## src/rtl/control_sequencer.sv

```systemverilog
// Hardwired control unit: fetch (T0-T2 with memory-ready wait) then decode/execute of ALU, unary, nop and halt.
// Optional build macro CTRL_MULDIV_EN adds mul/div execute sequences (T3-T6) using the 64-bit Z register.
module control_sequencer #(
   parameter int REG_SEL_W = 4
) (
   input  logic                 clock,
   input  logic                 clear,
   input  logic                 run,
   input  logic [31:0]          ir,
   input  logic                 mem_rdy,
   output logic                 PCout,
   output logic                 Zlowout,
   output logic                 Zhighout,
   output logic                 MDRout,
   output logic                 MARin,
   output logic                 PCin,
   output logic                 MDRin,
   output logic                 IRin,
   output logic                 Yin,
   output logic                 Zlowin,
   output logic                 HIin,
   output logic                 LOin,
   output logic                 IncPC,
   output logic                 Read,
   output logic [4:0]           alu_op,
   output logic                 reg_out,
   output logic                 reg_in,
   output logic [REG_SEL_W-1:0] reg_sel,
   output logic                 busy,
   output logic                 halted,
   output logic                 illegal,
   output logic [3:0]           state
);

   typedef enum logic [3:0] {
      IDLE = 4'd0,
      T0   = 4'd1,
      T1   = 4'd2,
      T1W  = 4'd3,
      T2   = 4'd4,
      T3   = 4'd5,
      T4   = 4'd6,
      T5   = 4'd7,
      T6   = 4'd8,
      HALT = 4'd15
   } state_t;

   state_t state_q, state_d;
   logic   illegal_q, illegal_d;

   logic [4:0] opcode;
   logic [3:0] ra, rb, rc;
   logic       is_bin, is_un, is_nop, is_halt, is_md;
   logic       unused_ir;

   assign opcode    = ir[31:27];
   assign ra        = ir[26:23];
   assign rb        = ir[22:19];
   assign rc        = ir[18:15];
   assign unused_ir = ^ir[14:0];

   assign is_bin  = (opcode >= 5'd3) && (opcode <= 5'd11);
   assign is_un   = (opcode == 5'd17) || (opcode == 5'd18);
   assign is_nop  = (opcode == 5'd26);
   assign is_halt = (opcode == 5'd27);
`ifdef CTRL_MULDIV_EN
   assign is_md   = (opcode == 5'd15) || (opcode == 5'd16);
`else
   assign is_md   = 1'b0;
`endif

   // Handshake: memory data is valid in the cycle mem_rdy=1 while in T1/T1W;
   // the MDR captures it on that edge and the fetch moves on to T2.
   always_comb begin
      state_t after_s;
      after_s   = run ? T0 : IDLE;
      state_d   = state_q;
      illegal_d = illegal_q;
      case (state_q)
         IDLE: if (run) state_d = T0;
         T0:   state_d = T1;
         T1:   state_d = mem_rdy ? T2 : T1W;
         T1W:  if (mem_rdy) state_d = T2;
         T2:   state_d = T3;
         T3: begin
            if (is_bin || is_un || is_md) begin
               state_d = T4;
            end else if (is_nop) begin
               state_d = after_s;
            end else begin
               state_d = HALT;
               if (!is_halt) illegal_d = 1'b1;
            end
         end
         T4:   state_d = (is_bin || is_md) ? T5 : after_s;
         T5:   state_d = is_md ? T6 : after_s;
         T6:   state_d = after_s;
         HALT: state_d = HALT;
         default: state_d = IDLE;
      endcase
   end

   always_ff @(posedge clock or posedge clear) begin
      if (clear) begin
         state_q   <= IDLE;
         illegal_q <= 1'b0;
      end else begin
         state_q   <= state_d;
         illegal_q <= illegal_d;
      end
   end

   always_comb begin
      PCout    = 1'b0;
      Zlowout  = 1'b0;
      Zhighout = 1'b0;
      MDRout   = 1'b0;
      MARin    = 1'b0;
      PCin     = 1'b0;
      MDRin    = 1'b0;
      IRin     = 1'b0;
      Yin      = 1'b0;
      Zlowin   = 1'b0;
      HIin     = 1'b0;
      LOin     = 1'b0;
      IncPC    = 1'b0;
      Read     = 1'b0;
      alu_op   = 5'd0;
      reg_out  = 1'b0;
      reg_in   = 1'b0;
      reg_sel  = '0;
      case (state_q)
         T0: begin
            PCout  = 1'b1;
            MARin  = 1'b1;
            IncPC  = 1'b1;
            Zlowin = 1'b1;
         end
         T1: begin
            Zlowout = 1'b1;
            PCin    = 1'b1;
            Read    = 1'b1;
            MDRin   = 1'b1;
         end
         // PC was already loaded in T1; waiting only keeps the MDR tracking memory
         T1W: begin
            Read  = 1'b1;
            MDRin = 1'b1;
         end
         T2: begin
            MDRout = 1'b1;
            IRin   = 1'b1;
         end
         T3: begin
            if (is_bin) begin
               reg_out = 1'b1;
               reg_sel = REG_SEL_W'(rb);
               Yin     = 1'b1;
            end else if (is_un) begin
               reg_out = 1'b1;
               reg_sel = REG_SEL_W'(rb);
               alu_op  = opcode;
               Zlowin  = 1'b1;
            end
`ifdef CTRL_MULDIV_EN
            else if (is_md) begin
               reg_out = 1'b1;
               reg_sel = REG_SEL_W'(ra);
               Yin     = 1'b1;
            end
`endif
         end
         T4: begin
            if (is_bin) begin
               reg_out = 1'b1;
               reg_sel = REG_SEL_W'(rc);
               alu_op  = opcode;
               Zlowin  = 1'b1;
            end else if (is_un) begin
               Zlowout = 1'b1;
               reg_in  = 1'b1;
               reg_sel = REG_SEL_W'(ra);
            end
`ifdef CTRL_MULDIV_EN
            else if (is_md) begin
               // Zlowin loads the full 64-bit Z for mul/div results
               reg_out = 1'b1;
               reg_sel = REG_SEL_W'(rb);
               alu_op  = opcode;
               Zlowin  = 1'b1;
            end
`endif
         end
         T5: begin
            if (is_bin) begin
               Zlowout = 1'b1;
               reg_in  = 1'b1;
               reg_sel = REG_SEL_W'(ra);
            end
`ifdef CTRL_MULDIV_EN
            else if (is_md) begin
               Zlowout = 1'b1;
               LOin    = 1'b1;
            end
`endif
         end
`ifdef CTRL_MULDIV_EN
         T6: begin
            if (is_md) begin
               Zhighout = 1'b1;
               HIin     = 1'b1;
            end
         end
`endif
         default: ;
      endcase
   end

   assign busy    = (state_q != IDLE) && (state_q != HALT);
   assign halted  = (state_q == HALT);
   assign illegal = illegal_q;
   assign state   = state_q;

endmodule

```

## config.mk

```make
export PLATFORM = sky130hd
export DESIGN_NAME = control_sequencer
export DESIGN_NICKNAME = d
export VERILOG_FILES = /design/src/rtl/control_sequencer.sv
export SDC_FILE = /design/constraint.sdc
export NUM_CORES = 1
export LEC_CHECK = 0
export CAP_MARGIN = 30
export CORE_UTILIZATION = 26
export DETAILED_ROUTE_END_ITERATION = 10
export PLACE_DENSITY = 0.82
export SKIP_CTS_REPAIR_TIMING = 1
export SLEW_MARGIN = 0
export SYNTH_ARGS = -nofsm -noshare
export SYNTH_HDL_FRONTEND = slang
export SYNTH_SLANG_ARGS = --single-unit
```

## constraint.sdc

```tcl
create_clock -name clock -period 1.7 [get_ports clock]
set_input_delay 0.255 -clock clock [delete_from_list [all_inputs] [get_ports clock]]
set_output_delay 0.255 -clock clock [all_outputs]
set_load 0.02 [all_outputs]
```

=== Word level (Yosys, flattened, before mapping) ===
Cells that the tools add are included.

* Input port bits: 36
* Bits in registers: 5
* Output and inout port bits: 32

* Multiplexer cells: 31
* Bitwise logic cells: 3
* Reductions and logical operators: 10
* Equal/unequal tests: 16
* Order comparisons: 2

{| class="wikitable"
|+ Operator list
! cell !! number
|-
| $mux W4 || 9
|-
| $pmux W4 S9 || 1
|-
| $eq A5 B5 Y1 const B || 4
|-
| $eq A4 B3 Y1 const B || 4
|-
| $mux W5 || 3
|-
| $pmux W4 S3 || 1
|-
| $mux W1 || 10
|-
| $pmux W5 S2 || 1
|-
| $eq A4 B2 Y1 const B || 2
|-
| $eq A4 B4 Y1 const B || 2
|-
| $mux W3 || 2
|-
| $pmux W1 S3 || 2
|-
| $ge A5 B2 Y1 const B || 1
|-
| $le A5 B4 Y1 const B || 1
|-
| $eq A4 B1 Y1 const B || 1
|-
| $logic_not A4 Y1 || 1
|-
| $ne A2 B2 Y1 const B || 2
|-
| $ne A4 B4 Y1 const B || 1
|-
| $pmux W1 S2 || 2
|-
| $reduce_and A4 Y1 || 1
|-
| $reduce_bool A4 Y1 || 1
|-
| $reduce_or A2 Y1 || 2
|-
| $not A1 Y1 || 3
|-
| $logic_and A1 B1 Y1 || 2
|-
| 2 further kinds || 3
|}

=== Longest topological paths before layout ===
Gate-level depths: netlist of the first run.

* Depth after elaboration: 5
* Gate-level depth with buffers: 6

=== Worst setup path before layout of the first run ===
Ideal clock, no wire load.

* Kind: register to output
* From: register state_q[3], in the netlist state[3]
* To: output Zlowin
* Arrival time: 1.929 ns
* Stages on the path, launching flop included: 4
* Slack: -0.484 ns
* Path through: dfrtp_1 -> clkbuf_1 -> nor4_1 -> or2_2

* Cells in the longest elaborated chain, start to end: 2
* Elaborated cells between the ends (all ways): 4
* Classes of those cells: eq/ne (3); mux (1)

{| class="wikitable"
|+ RTL lines
! element !! line !! RTL
|-
| start: declaration || 48 || <nowiki>state_t state_q, state_d;</nowiki>
|-
| start signal: assignment || 108 || <nowiki>state_q <= state_d;</nowiki>
|-
| $eq A4 B3 Y1 or $eq A4 B1 Y1 (tied branches) || 132 || <nowiki>case (state_q)</nowiki>
|-
| $pmux W1 S3 * || 132 ||
|-
| end: declaration || 20 || <nowiki>output logic Zlowin,</nowiki>
|}

Mark *: on every way between the ends. The rest lies on a longest branch, timed or not.

=== Final worst setup path of the first run ===
* From: input ir[29]
* To: output reg_sel[2]

* Cells in the longest elaborated chain, start to end: 5
* Elaborated cells between the ends (all ways): 12
* Classes of those cells: order compare (2); eq/ne (2); mux (6); reduce/logical (2)

{| class="wikitable"
|+ RTL lines
! element !! line !! RTL
|-
| start: declaration || 9 || <nowiki>input logic [31:0] ir,</nowiki>
|-
| parallel branches: the longest is 4 deep, another holds $ge A5 B2 Y1 || n/a ||
|-
| $pmux W4 S3 * || 132 ||
|-
| end: declaration || 28 || <nowiki>output logic [REG_SEL_W-1:0] reg_sel,</nowiki>
|}

Mark *: on every way between the ends.

==> impl_metrics.yaml, run 1 <==
outcome:
  status: "complete, but fails checks"
  violations: "setup timing"
timing:
  clock-skew-final_ps: 7.75
  fin_crit_sh_pct: 113
  rsz0062_at_grt: "yes"
  drv_slew: 0
  fin_crit_ps: 1920
  finalHoldViolations: 0
  finalSetupViolations: 11
  fmax_mhz: 521
  setup_ws_ps: -220
  fin_setup_tns_ps: -1250
worst_setup_path:
  cp_max_fo: 7
  reg2regPathDepth: 6
  setup.worst_path.start: "ir[29]"
  start_kind: "input port"
  required_ps: 1440
  worstPathArrival_ps: 1670
  crit_top_cell: "buf_4"
  crit_type: "input port to output port"
  reg2reg_slack_ps: 160
  reg2reg_from: "state[0]"
  regToRegEndpoint: "state[1]"
  cp-end-kind: "output port"
  path_cells: "buf_2 > a211o_1 > mux2_4 > nor3_4 > buf_4 > a221o_1 > buf_4"
  cpPeakStageDelay_ps: 340
  slowest_stage: "a211o_1"
die:
  start_util_pct: 27.5
  die_h_um: 53.4
  fp-row-count: 18
  ioPinCount: 68
  die_w_um: 53.4
  core-area_um2: 2500
  dieArea_um2: 2860
logic_synthesis:
  synth_area_leaders: "dfrtp_1, buf_4, nor2_1, a221o_1, a31oi_1"
  synthesis.instances: 97
  yosysTopAreaCell: "dfrtp_1"
  yosysSeqAreaShare_pct: 18.2
  synth_ff_type: "dfrtp_1"
  ys_types: 36
  avgSynthCellArea_um2: 7.09
  synth_top_area_share_pct: 18.2
  netlist_top_cells_count: "nor2_1, buf_4, dfrtp_1, inv_1"
  synth.most_common_cell: "nor2_1"
  yosys_warnings: 0
  syn_area_um2: 688
  synthArstFlopShare_pct: 100
  synth_seq_cells: 5
  synth-edff-count: 0
clock_tree:
  numCtsBuffers: 3
  clock_latency_ps: 250
  cts-root-buf: "clkbuf_4"
  path_clk_slew_ps: 50
  cts_tree: "done"
  clockBufferDepth: 2
  htreeDepth: 1
  clock-sinks: 5
routing:
  ant_nets: 0
  wl_mm: 2.59
  dr_wl_met3_um: 99
  dr.first_iter.drc_count: 28
  drc: 0
  wl_met2_mm: 1.41
  via_count: 1021
  dr.pass1.iters: 4
  wl_met1_mm: 1.08
  vias_per_cell: 4.98
  wl_per_cell_um: 12.6
  maxUsedRoutingLayer: "met3"
place:
  gp_congestion: 0.795
  portBuffers: 49
  hpwlAfterDp_mm: 2.05
power_and_ir_drop:
  internal_power_mw: 1.10
  power_density_nw_per_um2: 1370
  p_sw_share_pct: 46.9
  p_comb_share_pct: 81.9
  power_mw: 2.07
  irDropWorstVdd_mv: 0.907
  p_leak_nw: 0.784
  p_seq_share_pct: 11.3
  power_switching_uw: 968
  power_frac_clock_pct: 6.8
layout:
  ff_latch_area_um2: 126
  syn2layout_area_growth_pct: 119
  drive_above_1_share_pct: 50.9
  finish.net_count: 212
  multi_input_area_um2: 599
  antennaDiodeCount: 0
  fill_cells: 228
min_path:
  hold_class: "input port to asynchronous set/reset pin"
grt:
  grt_max_degree: 15
  grt.overflow.total: 0
  grt_pass1_wl_mm: 3.88
  antenna_found_initial: 0
  grt_pass1_vias: 878
  track_usage_pct: 18.5
flow_run:
  drv_cap: 0
==> flip-flops by register name, summed over array words and instances, names as in the netlist <==
register / cells
state: 4
illegal: 1
==> worst max-delay path by stage <==
| stage | end | cells past startpoint |
|---|---|---|
| after floorplan | reg_sel[0] | 5 |
| after global placement | alu_op[1] | 8 |
| after detailed placement | reg_sel[3] | 7 |
| after CTS | reg_sel[3] | 7 |
| after global routing | reg_sel[2] | 5 |
| final | reg_sel[2] | 7 |
==> cells in the final DEF, fill, tap and decap left out, drive strengths merged, types with 2 or more instances in the layout <==
master	instances
nor4	3
clkdlybuf4s50	17
dfrtp	5
a211oi	2
a21oi	4
nand2	4
o211ai	2
and2	4
clkbuf	14
buf	50
and3	4
inv	5
conb	3
or2	4
a221o	4
a31oi	4
o21ai	3
nand2b	2
nor3	5
dlymetal6s2s	6
nor2	12
nand3	4
==> layer usage <==
metal,global-route usage (%),up-vias
met3,2.01,0
met5,0,-
li1,-,504
met2,34.8,29
met1,21.4,488
met4,5.26,0
==> power groups by stage <==
| stage | registers (mW) | logic (mW) | clock network [mW] |
|---|---|---|---|
| CTS | 0.223 | 1.61 | 0.149 |
| floorplan | 0.269 | 0.852 | 0 |
| global route | 0.239 | 1.81 | 0.151 |
| global placement | 0.223 | 1.59 | 0 |
| detailed placement | 0.224 | 1.61 | 0 |
| finish | 0.234 | 1.69 | 0.140 |
==> layout make-up <==
class	count	share of cell area, %
sequential	5	8.37
multi-input combinational	78	39.7
tap	30	2.49
timing repair buffer	83	46.4
inverter	5	1.24
clock buffer	4	1.74
==> cell families (layout without fill, tap and decap cells) <==
| kind of cell | after synthesis | after routing | synth area share [%] |
|---|---|---|---|
| buffers and inverters | 16 | 92 | 12.7 |
| AOI/OAI and AO/OA | 26 | 26 | 26.9 |
| xor gates and xnor gates | 1 | 1 | 1.27 |
| other | 1 | 3 | 0.545 |
| and+or+nand+nor | 46 | 46 | 36.7 |
| DFF | 5 | 5 | 18.2 |
| muxes | 2 | 2 | 3.64 |
==> worst max-delay path, delay by kind of cell <==
kind,cells,cell delay [ps]
AO/OA/AOI/OAI,2,470
buffers and inverters,3,430
multiplexers,1,280
AND/OR/NAND/NOR,1,220
==> metrics by stage <==
stage / std cells / setup slack (ps) / cell area, µm² / utilization (%) / hold WS, ps
global placement: 198 / -1000 / 1450 / 58.0 / 447
CTS: 202 / -1080 / 1480 / 59.0 / 203
global route: 205 / -267 / 1510 / 60.4 / 244
detailed placement: 198 / -1080 / 1450 / 58.0 / 460
finish: 205 / -220 / 1510 / 60.4 / 214
floorplan: 99 / -75.7 / 771 / - / 33.5
Note: power is estimated with default switching activity, not from simulation.
==> inputs of run 2 (changes only) <==
--- a/config.mk
+++ b/config.mk
@@ -7,8 +7,11 @@
 export LEC_CHECK = 0
 export CAP_MARGIN = 30
 export CORE_UTILIZATION = 26
+export CTS_CLUSTER_DIAMETER = 200
 export DETAILED_ROUTE_END_ITERATION = 10
+export HOLD_SLACK_MARGIN = 0.05
 export PLACE_DENSITY = 0.82
+export RECOVER_POWER = 25
 export SKIP_CTS_REPAIR_TIMING = 1
 export SLEW_MARGIN = 0
 export SYNTH_ARGS = -nofsm -noshare
==> run 2 against run 1 <==
The run still ends with setup timing left; via count did not move; core utilization did not move; critical path depth did not move; combinational power barely moved; clock skew did not move; sequential power barely moved; register-to-register slack barely moved; first-iteration DRC count did not move; count of clock-buffer cells in the layout did not move; die area did not move; clock power barely moved; highest routed layer unchanged.
==> impl_metrics.yaml, run 2 (same netlist as run 1, synthesis figures left out) <==
clock_tree:
  cts_tree: "done"
  cts-root-buf: "clkbuf_4"
  clockBufferDepth: 2
  htreeDepth: 1
  clock_latency_ps: 250
  clock-sinks: 5
  path_clk_slew_ps: 50
  numCtsBuffers: 3
worst_setup_path:
  worstPathArrival_ps: 1670
  required_ps: 1440
  cp-end-kind: "output port"
  crit_type: "input port to output port"
  start_kind: "input port"
  cp_max_fo: 7
routing:
  drc: 0
  dr.first_iter.drc_count: 28
  wl_per_cell_um: 12.6
  wl_mm: 2.59
  ant_nets: 0
  dr.pass1.iters: 4
  via_count: 1021
  vias_per_cell: 4.98
grt:
  grt_max_degree: 15
  grt_pass1_wl_mm: 3.88
  grt.overflow.total: 0
  track_usage_pct: 18.5
  grt_pass1_vias: 878
  antenna_found_initial: 0
power_and_ir_drop:
  p_leak_nw: 0.784
  irDropWorstVdd_mv: 0.907
  power_density_nw_per_um2: 1370
die:
  start_util_pct: 27.5
  ioPinCount: 68
  dieArea_um2: 2860
  core-area_um2: 2500
  fp-row-count: 18
  die_h_um: 53.4
  die_w_um: 53.4
layout:
  fill_cells: 228
  design_area_um2: 1510
  finish.net_count: 212
  final_cell_mix: "buf_4, clkdlybuf4s50_1, buf_6"
  drive_above_1_share_pct: 50.9
  layout_commonest_cell: "buf_4"
  syn2layout_area_growth_pct: 119
  fin_util_pct: 60.4
  largest_register_ffs: 4
  antennaDiodeCount: 0
timing:
  setup_ws_ps: -220
  finalHoldViolations: 0
  fin_crit_sh_pct: 113
  fmax_mhz: 521
  finalSetupViolations: 11
  whs_ps: 351
  rsz0062_at_grt: "yes"
  clock-skew-final_ps: 7.75
  drv_slew: 0
  fin_crit_ps: 1920
place:
  placed_cell_area_um2: 1450
  portBuffers: 49
  hpwlAfterDp_mm: 2.05
  gp_congestion: 0.795
  post-place-ws_ps: -1080
outcome:
  status: "complete, but fails checks"
  violations: "setup timing"
min_path:
  hold_class: "input port to asynchronous set/reset pin"
flow_run:
  drv_cap: 0
run 2: cell types whose count changed in the layout (fill, tap and decap cells not counted):
cell	before	now
clkdlybuf4s50_1	17	16
dlygate4sd3_1	0	1
run 2: per-layer routing:
layer | global-route usage, % | up-vias | share of wire, %
met4 | 5.26 | 0 | 0
li1 | - | 504 | -
met5 | 0 | - | 0
met1 | 21.4 | 488 | 42
met3 | 2.01 | 0 | 3.8
met2 | 34.8 | 29 | 54
run 2: final timing paths:
check,cells after the start,endpoint,startpoint,slack [ps]
hold / removal,2,state[1],clear,350
setup reg to reg,6,state[1],state[0],160
setup / recovery,7,reg_sel[2],ir[29],-220
hold reg to reg,1,illegal,illegal,460
min in group clock,1,illegal,illegal,460
max in group asynchronous,2,state[0],clear,1150
run 2: cell type report:
class                           instances  area, µm²  share of cell area [%]
Timing Repair Buffer                   83        701                    46.4
Tap cell                               30       37.5                    2.49
Clock buffer                            4       26.3                    1.74
Inverter                                5       18.8                    1.24
Multi-Input combinational cell         78        599                    39.7
Sequential cell                         5        126                    8.37
run 2: through the flow:
step	TNS, ps	instances	power [mW]
2_1_floorplan	-320	99	1.12
3_3_place_gp	-14930	198	1.81
3_5_place_dp	-16390	198	1.83
4_1_cts	-17890	202	1.99
5_1_grt	-2190	205	2.20
6_report	-1250	205	2.07
run 2: worst max-delay path, cell delays in order:
cell     delay [ps]
buf_2           140
a211o_1         340
mux2_4          280
nor3_4          220
buf_4           160
a221o_1         130
buf_4           130
run 2: power by group:
part           switching (mW)  internal (mW)  total (mW)
Clock                  0.0513         0.0889       0.140
Sequential             0.0624          0.172       0.234
Combinational           0.854          0.837        1.69
Total                   0.968           1.10        2.07
